$ cat src/rtl/reg_xfer_seq.sv
// Scratch-pad transfer sequencer: IDLE->READ->WRITE->DONE, 4 cycles per legal request, 2 per illegal one.
// No request queue: start is sampled only in IDLE. Optional INR/DCR path under `REG_XFER_INC_DEC_EN.
module reg_xfer_seq (
  input  logic       clk,
  input  logic       rst_n,
  input  logic       start,
  input  logic [1:0] op,
  input  logic [2:0] dst,
  input  logic [2:0] src,
  input  logic [7:0] sp_out,
  output logic [6:0] rs,
  output logic       we,
  output logic [7:0] sp_in,
  output logic       busy,
  output logic       done,
  output logic       err
);

  typedef enum logic [1:0] {S_IDLE, S_READ, S_WRITE, S_DONE} state_t;

  localparam logic [1:0] OP_MOV = 2'b00;
  localparam logic [1:0] OP_INR = 2'b01;
  localparam logic [1:0] OP_DCR = 2'b10;
  localparam logic [1:0] OP_RSV = 2'b11;
  localparam logic [2:0] REG_M  = 3'd7;

  state_t     r_state;
  state_t     w_next;
  logic [1:0] r_op;
  logic [2:0] r_dst;
  logic [2:0] r_src;
  logic [7:0] r_temp;
  logic       r_err;
  logic       w_illegal;

  function automatic logic [6:0] onehot7(input logic [2:0] code);
    onehot7 = 7'b1 << code;
  endfunction

  always_comb begin
    w_illegal = (dst == REG_M) || (op == OP_RSV) || ((op == OP_MOV) && (src == REG_M));
`ifndef REG_XFER_INC_DEC_EN
    w_illegal = w_illegal || (op == OP_INR) || (op == OP_DCR);
`endif
  end

  always_ff @(posedge clk or negedge rst_n) begin
    if (!rst_n) begin
      r_state <= S_IDLE;
      r_op    <= OP_MOV;
      r_dst   <= 3'd0;
      r_src   <= 3'd0;
      r_err   <= 1'b0;
    end else begin
      r_state <= w_next;
      if (r_state == S_IDLE && start) begin
        r_op  <= op;
        r_dst <= dst;
        r_src <= src;
        r_err <= w_illegal;
      end else if (r_state == S_DONE) begin
        r_err <= 1'b0;
      end
    end
  end

  // Temp captures the (optionally adjusted) source during READ; it is the write data.
  always_ff @(posedge clk or negedge rst_n) begin
    if (!rst_n) begin
      r_temp <= 8'h00;
    end else if (r_state == S_READ) begin
`ifdef REG_XFER_INC_DEC_EN
      case (r_op)
        OP_INR:  r_temp <= sp_out + 8'd1;
        OP_DCR:  r_temp <= sp_out - 8'd1;
        default: r_temp <= sp_out;
      endcase
`else
      r_temp <= sp_out;
`endif
    end
  end

  always_comb begin
    w_next = r_state;
    case (r_state)
      S_IDLE:  if (start) w_next = w_illegal ? S_DONE : S_READ;
      S_READ:  w_next = S_WRITE;
      S_WRITE: w_next = S_DONE;
      S_DONE:  w_next = S_IDLE;
      default: w_next = S_IDLE;
    endcase
  end

  // Outputs decode only state and latched fields, so reset removes we/rs at once.
  always_comb begin
    rs   = 7'd0;
    we   = 1'b0;
    busy = (r_state != S_IDLE);
    done = (r_state == S_DONE);
    err  = (r_state == S_DONE) && r_err;
    case (r_state)
      S_READ:  rs = (r_op == OP_MOV) ? onehot7(r_src) : onehot7(r_dst);
      S_WRITE: begin
        rs = onehot7(r_dst);
        we = 1'b1;
      end
      default: rs = 7'd0;
    endcase
  end

  assign sp_in = r_temp;

endmodule

$ cat config.mk
export PLATFORM = sky130hd
export DESIGN_NAME = reg_xfer_seq
export DESIGN_NICKNAME = d
export VERILOG_FILES = /design/src/rtl/reg_xfer_seq.sv
export SDC_FILE = /design/constraint.sdc
export NUM_CORES = 1
export LEC_CHECK = 0
export CAP_MARGIN = 15
export CORE_ASPECT_RATIO = 1.1
export CORE_UTILIZATION = 43
export CTS_CLUSTER_DIAMETER = 200
export DETAILED_ROUTE_END_ITERATION = 10
export PLACE_DENSITY = 0.78
export SETUP_SLACK_MARGIN = 0.15
export SYNTH_ARGS = -nofsm -noshare
export SYNTH_HDL_FRONTEND = slang
export SYNTH_SLANG_ARGS = --single-unit
$ cat constraint.sdc
create_clock -name clk -period 1.75 [get_ports clk]
set_clock_uncertainty 0.05 [all_clocks]
set_input_delay 0.175 -clock clk [delete_from_list [all_inputs] [get_ports clk]]
set_output_delay 0.175 -clock clk [all_outputs]
set_load 0.02 [all_outputs]
# Yosys cells after proc, flatten, opt, wreduce, memory -nomap -nowiden
# Index checks and enable logic that the tools add are counted.
# classes
eq_ne,9
shifts,2
n_mux,8
n_reduce_logical,12
# op_table
operator,n
$pmux W7 S2,1
$shl A1 B3 Y7 const A,2
$eq A2 B2 Y1 const B,4
$pmux W2 S4,1
$mux W7,1
$eq A3 B3 Y1 const B,2
$logic_not A2 Y1,3
$eq A2 B1 Y1 const B,2
$logic_or A1 B1 Y1,4
$mux W2,2
$reduce_bool A2 Y1,2
$logic_and A1 B1 Y1,3
$mux W1,3
$ne A2 B2 Y1 const B,1
# totals
ff_bits,19
input_bits,19
output_inout_bits,19
word_cells,37

# Depth between registers and ports, before layout
# depth
word_depth,8
depth_mapped,6
mapped_depth_nobuf,5

# Worst setup path before layout
# Ideal clock, no wire load.
# synth_path
path_kind,register -> output
from,register r_state[0]
to,output port rs[0]
arrival_time_ns,1.885
t_required_ns,1.525
setup_slack_ns,-0.360
path_stages_with_launch,6
n_path_buf,0
path_cell_list,dfrtp_1 > inv_1 > ha_1 > nor3_1 > or3_4 > o31ai_1
# synth_via
elab_chain_len,2
word_cells_on_any_way,3
cone_classes,eq/ne: 2; mux: 1
# synth_rtl
element,line,source
start: declaration,27,state_t r_state;
start signal: assignment,55,r_state <= w_next;
$eq A2 B2 Y1 or $eq A2 B1 Y1 (tied branches),102,case (r_state)
$pmux W7 S2 (*),102,
end: declaration,11,"output logic [6:0] rs,"
# Every way passes the cells marked *; elsewhere a longest branch is shown, timed or not.

# Worst setup path after layout
# Ends and elaborated chain as after synthesis.

==> run_results.csv <==
group,metric,value,unit
pwr,irDropWorstVdd,1140,uV
job,drv_cap,0,
hold_path,hold_path_class,"in -> async",
pwr,p_leak,0.708,nW
yosys,yosysWarnings,0,
placement,portBuffers,37,
yosys,yosysTopAreaCellShare,46.9,%
routing,routedWlPerCell,15.0,um
grt,grt_pass1_vias,913,
yosys,synth-edff-count,0,
critical_path,critPathBufInv,3,
yosys,yosysTopAreaCell,"dfrtp_1",
floorplanning,rows,18,
layout,area_delta_synth_final,64.6,%
placement,hpwl,1890,um
critical_path,reg2reg_depth,7,
layout,finalNonFillerCells,169,
critical_path,cp-end-kind,"output pin",
timing,tns,-1.86,ns
critical_path,slowest_delay,0.38,ns
critical_path,cp_top_family,"flip-flops",
layout,finalInstanceArea,1670,sq um
clock_network,clock_latency,0.29,ns
yosys,ys_top_cells_by_area,"dfrtp_1 47%, mux2_2 18%, ha_1 6.2%",
routing,drt_iter0_drc,2,
routing,viasPerCell,5.14,
floorplanning,ios,38,
critical_path,r2r_start,"r_state[0]",
timing,maxSlewHeadroom,69.2,%
critical_path,crit_required,1.52,ns
routing,drc,0,
clock_network,ctsHoldBuffers,0,
yosys,synth-seq-cells,19,
timing,setup_violations,7,
critical_path,path_max_fanout,5,
floorplanning,die_y,53.0,um
routing,antenna_left,0,
yosys,syn_area,1010,sq um
timing,grt_setup_unrepaired,"true",
clock_network,path_clk_slew,0.10,ns
yosys,syn_area_per_cell,12.1,sq um
grt,grt_pass1_wl,3990,um
layout,fin_nets,164,
critical_path,rr_endpoint,"r_state[1]",
clock_network,clock_sinks,19,
yosys,synth_seq_area_share,46.9,%
timing,fmax,487,MHz
grt,grt_use_total,20.6,%
clock_network,cts_root_buf,"clkbuf_4",
timing,min_period,2.05,ns
yosys,synth_cells,84,
clock_network,clockBufferDepth,2,
grt,antenna_found_initial,0,
critical_path,slowest_stage,"dfrtp_1",
grt,grt-ovfl-total,0,
placement,dpl.cell_count,162,
routing,finalWirelength,2540,um
floorplanning,start_util,45.5,%
timing,slew_violations,0,
critical_path,startpoint_type,"flop",
pwr,power_density,1860,nW/um^2
layout,n_antenna_cell,0,
placement,placed_area,1600,sq um
placement,preCtsSetupSlack,-0.477,ns
timing,hold_viol,0,
critical_path,r2r_slack,0.24,ns
routing,vias,869,
timing,layout_setup_ws,-0.303,ns
clock_network,cts_tree,"yes",
clock_network,htree_levels,1,
clock_network,cts_made_buffers,3,
critical_path,crit_type,"reg -> out",
critical_path,crit_chain,"inv_2 > ha_4 > buf_4 > or2b_4 > o31ai_4 > buf_6",
floorplanning,die_area,2560,sq um
routing,drtPass1Iterations,2,
yosys,synth_flop_cell,"dfrtp_1",
layout,final_layout_size_suffix_gt1_share,47.5,%
yosys,async_flop_share,100,%
run_status,violations,"setup timing",
critical_path,crit_arrival,1.83,ns
yosys,syn_nets,108,
floorplanning,die_w,48.3,um
timing,finalCritPeriodShare,117,%
floorplanning,coreArea,2230,sq um
timing,worst_slew_pin_slew,0.459,ns
placement,gp_congestion,0.819,
grt,grt_max_degree,20,
run_status,status,"complete, but fails checks",
yosys,synth.distinct_cells,29,
## repair_timing
item | in CTS | in global routing
endpoints found under the setup margin | 11 | 7
gates cloned | 0 | 0
setup buffers | 2 | 1
pin swaps | 3 | 1
gates resized for setup | 55 | 3
## through the flow
step	hold WS, ns	util [%]	total power, mW
after global routing	0.196	74.9	3.30
after floorplan	-0.171	-	2.02
final	0.151	74.9	3.11
after global placement	0.441	71.7	2.72
after detailed placement	0.450	71.7	2.79
after CTS	0.146	74.0	3.05
## cells by family (layout without fill, tap and decap cells)
| family | count (synthesis) | in the layout | synth area share (%) |
|---|---|---|---|
| AOI/OAI and AO/OA | 13 | 13 | 10.9 |
| adders and majority gates | 5 | 5 | 6.17 |
| buffers and inverters | 9 | 64 | 4.07 |
| DFF | 19 | 19 | 46.9 |
| muxes | 16 | 16 | 17.8 |
| and+or+nand+nor | 22 | 22 | 14.3 |
## layout by cell type (no fill, tap or decap), drive strengths merged, types with 2 or more instances in the layout
cell type / instances
nor2b: 2
nand3: 2
dfrtp: 19
nor2: 4
a311oi: 2
buf: 25
mux2: 16
nand2: 3
nor3: 4
a21oi: 2
clkdlybuf4s50: 26
clkbuf: 4
inv: 7
ha: 5
or3: 2
a22o: 2
## worst register-to-register path: cells and delay by family (launching register included)
| family | cells | cell delay (ns) |
|---|---|---|
| compound gates | 2 | 0.43 |
| fa+ha+maj | 1 | 0.18 |
| simple gates | 1 | 0.06 |
| buf+inv | 3 | 0.33 |
| flops | 1 | 0.40 |
## synth_stat cells (2+ instances only)
library cell	n
nand3_1	2
a311oi_1	2
nand2_1	3
ha_1	5
mux2_2	16
a22o_1	2
a21oi_1	2
nor2_1	3
nor2b_1	2
inv_1	7
nor3_1	4
dfrtp_1	19
## final cells by class
cell class	count	area (sq um)
Multi-Input combinational cell	56	627
Timing Repair Buffer	53	478
Clock buffer	4	26.3
Tap cell	30	37.5
Inverter	7	26.3
Fill cell	152	559
Sequential cell	19	475
## metal layers
layer / vias to the layer above / wire [um] / share of wire [%] / track usage, %
li1: 414 / - / - / -
met1: 424 / 950 / 37 / 22.9
met2: 29 / 1470 / 58 / 38.3
met3: 2 / 112 / 4.4 / 4.02
met4: 0 / 5 / 0.20 / 10.3
met5: - / 0 / 0 / 0
## flip-flops by register name, indices dropped and copies added, names as in the netlist
| name | cells |
|---|---|
| r_state | 2 |
| r_src | 3 |
| sp_in | 8 |
| r_dst | 3 |
| r_op | 2 |
| r_err | 1 |
## worst max path at each step
stage,from,to,slack [ns],cells after the start
after floorplan,r_state[1],rs[1],0.002,6
after detailed placement,r_state[1],rs[0],-0.48,6
after CTS,r_state[1],rs[0],-0.31,6
final,r_state[0],rs[0],-0.30,6
after global routing,r_state[0],rs[3],-0.37,6
after global placement,r_state[0],rs[0],-0.44,6
## where the power goes
part | switching (mW) | internal [mW] | total, mW
clock | 0.131 | 0.0886 | 0.219
sequential | 0.200 | 0.665 | 0.865
combinational | 0.964 | 1.06 | 2.03
(Power assumes the default switching activity.)
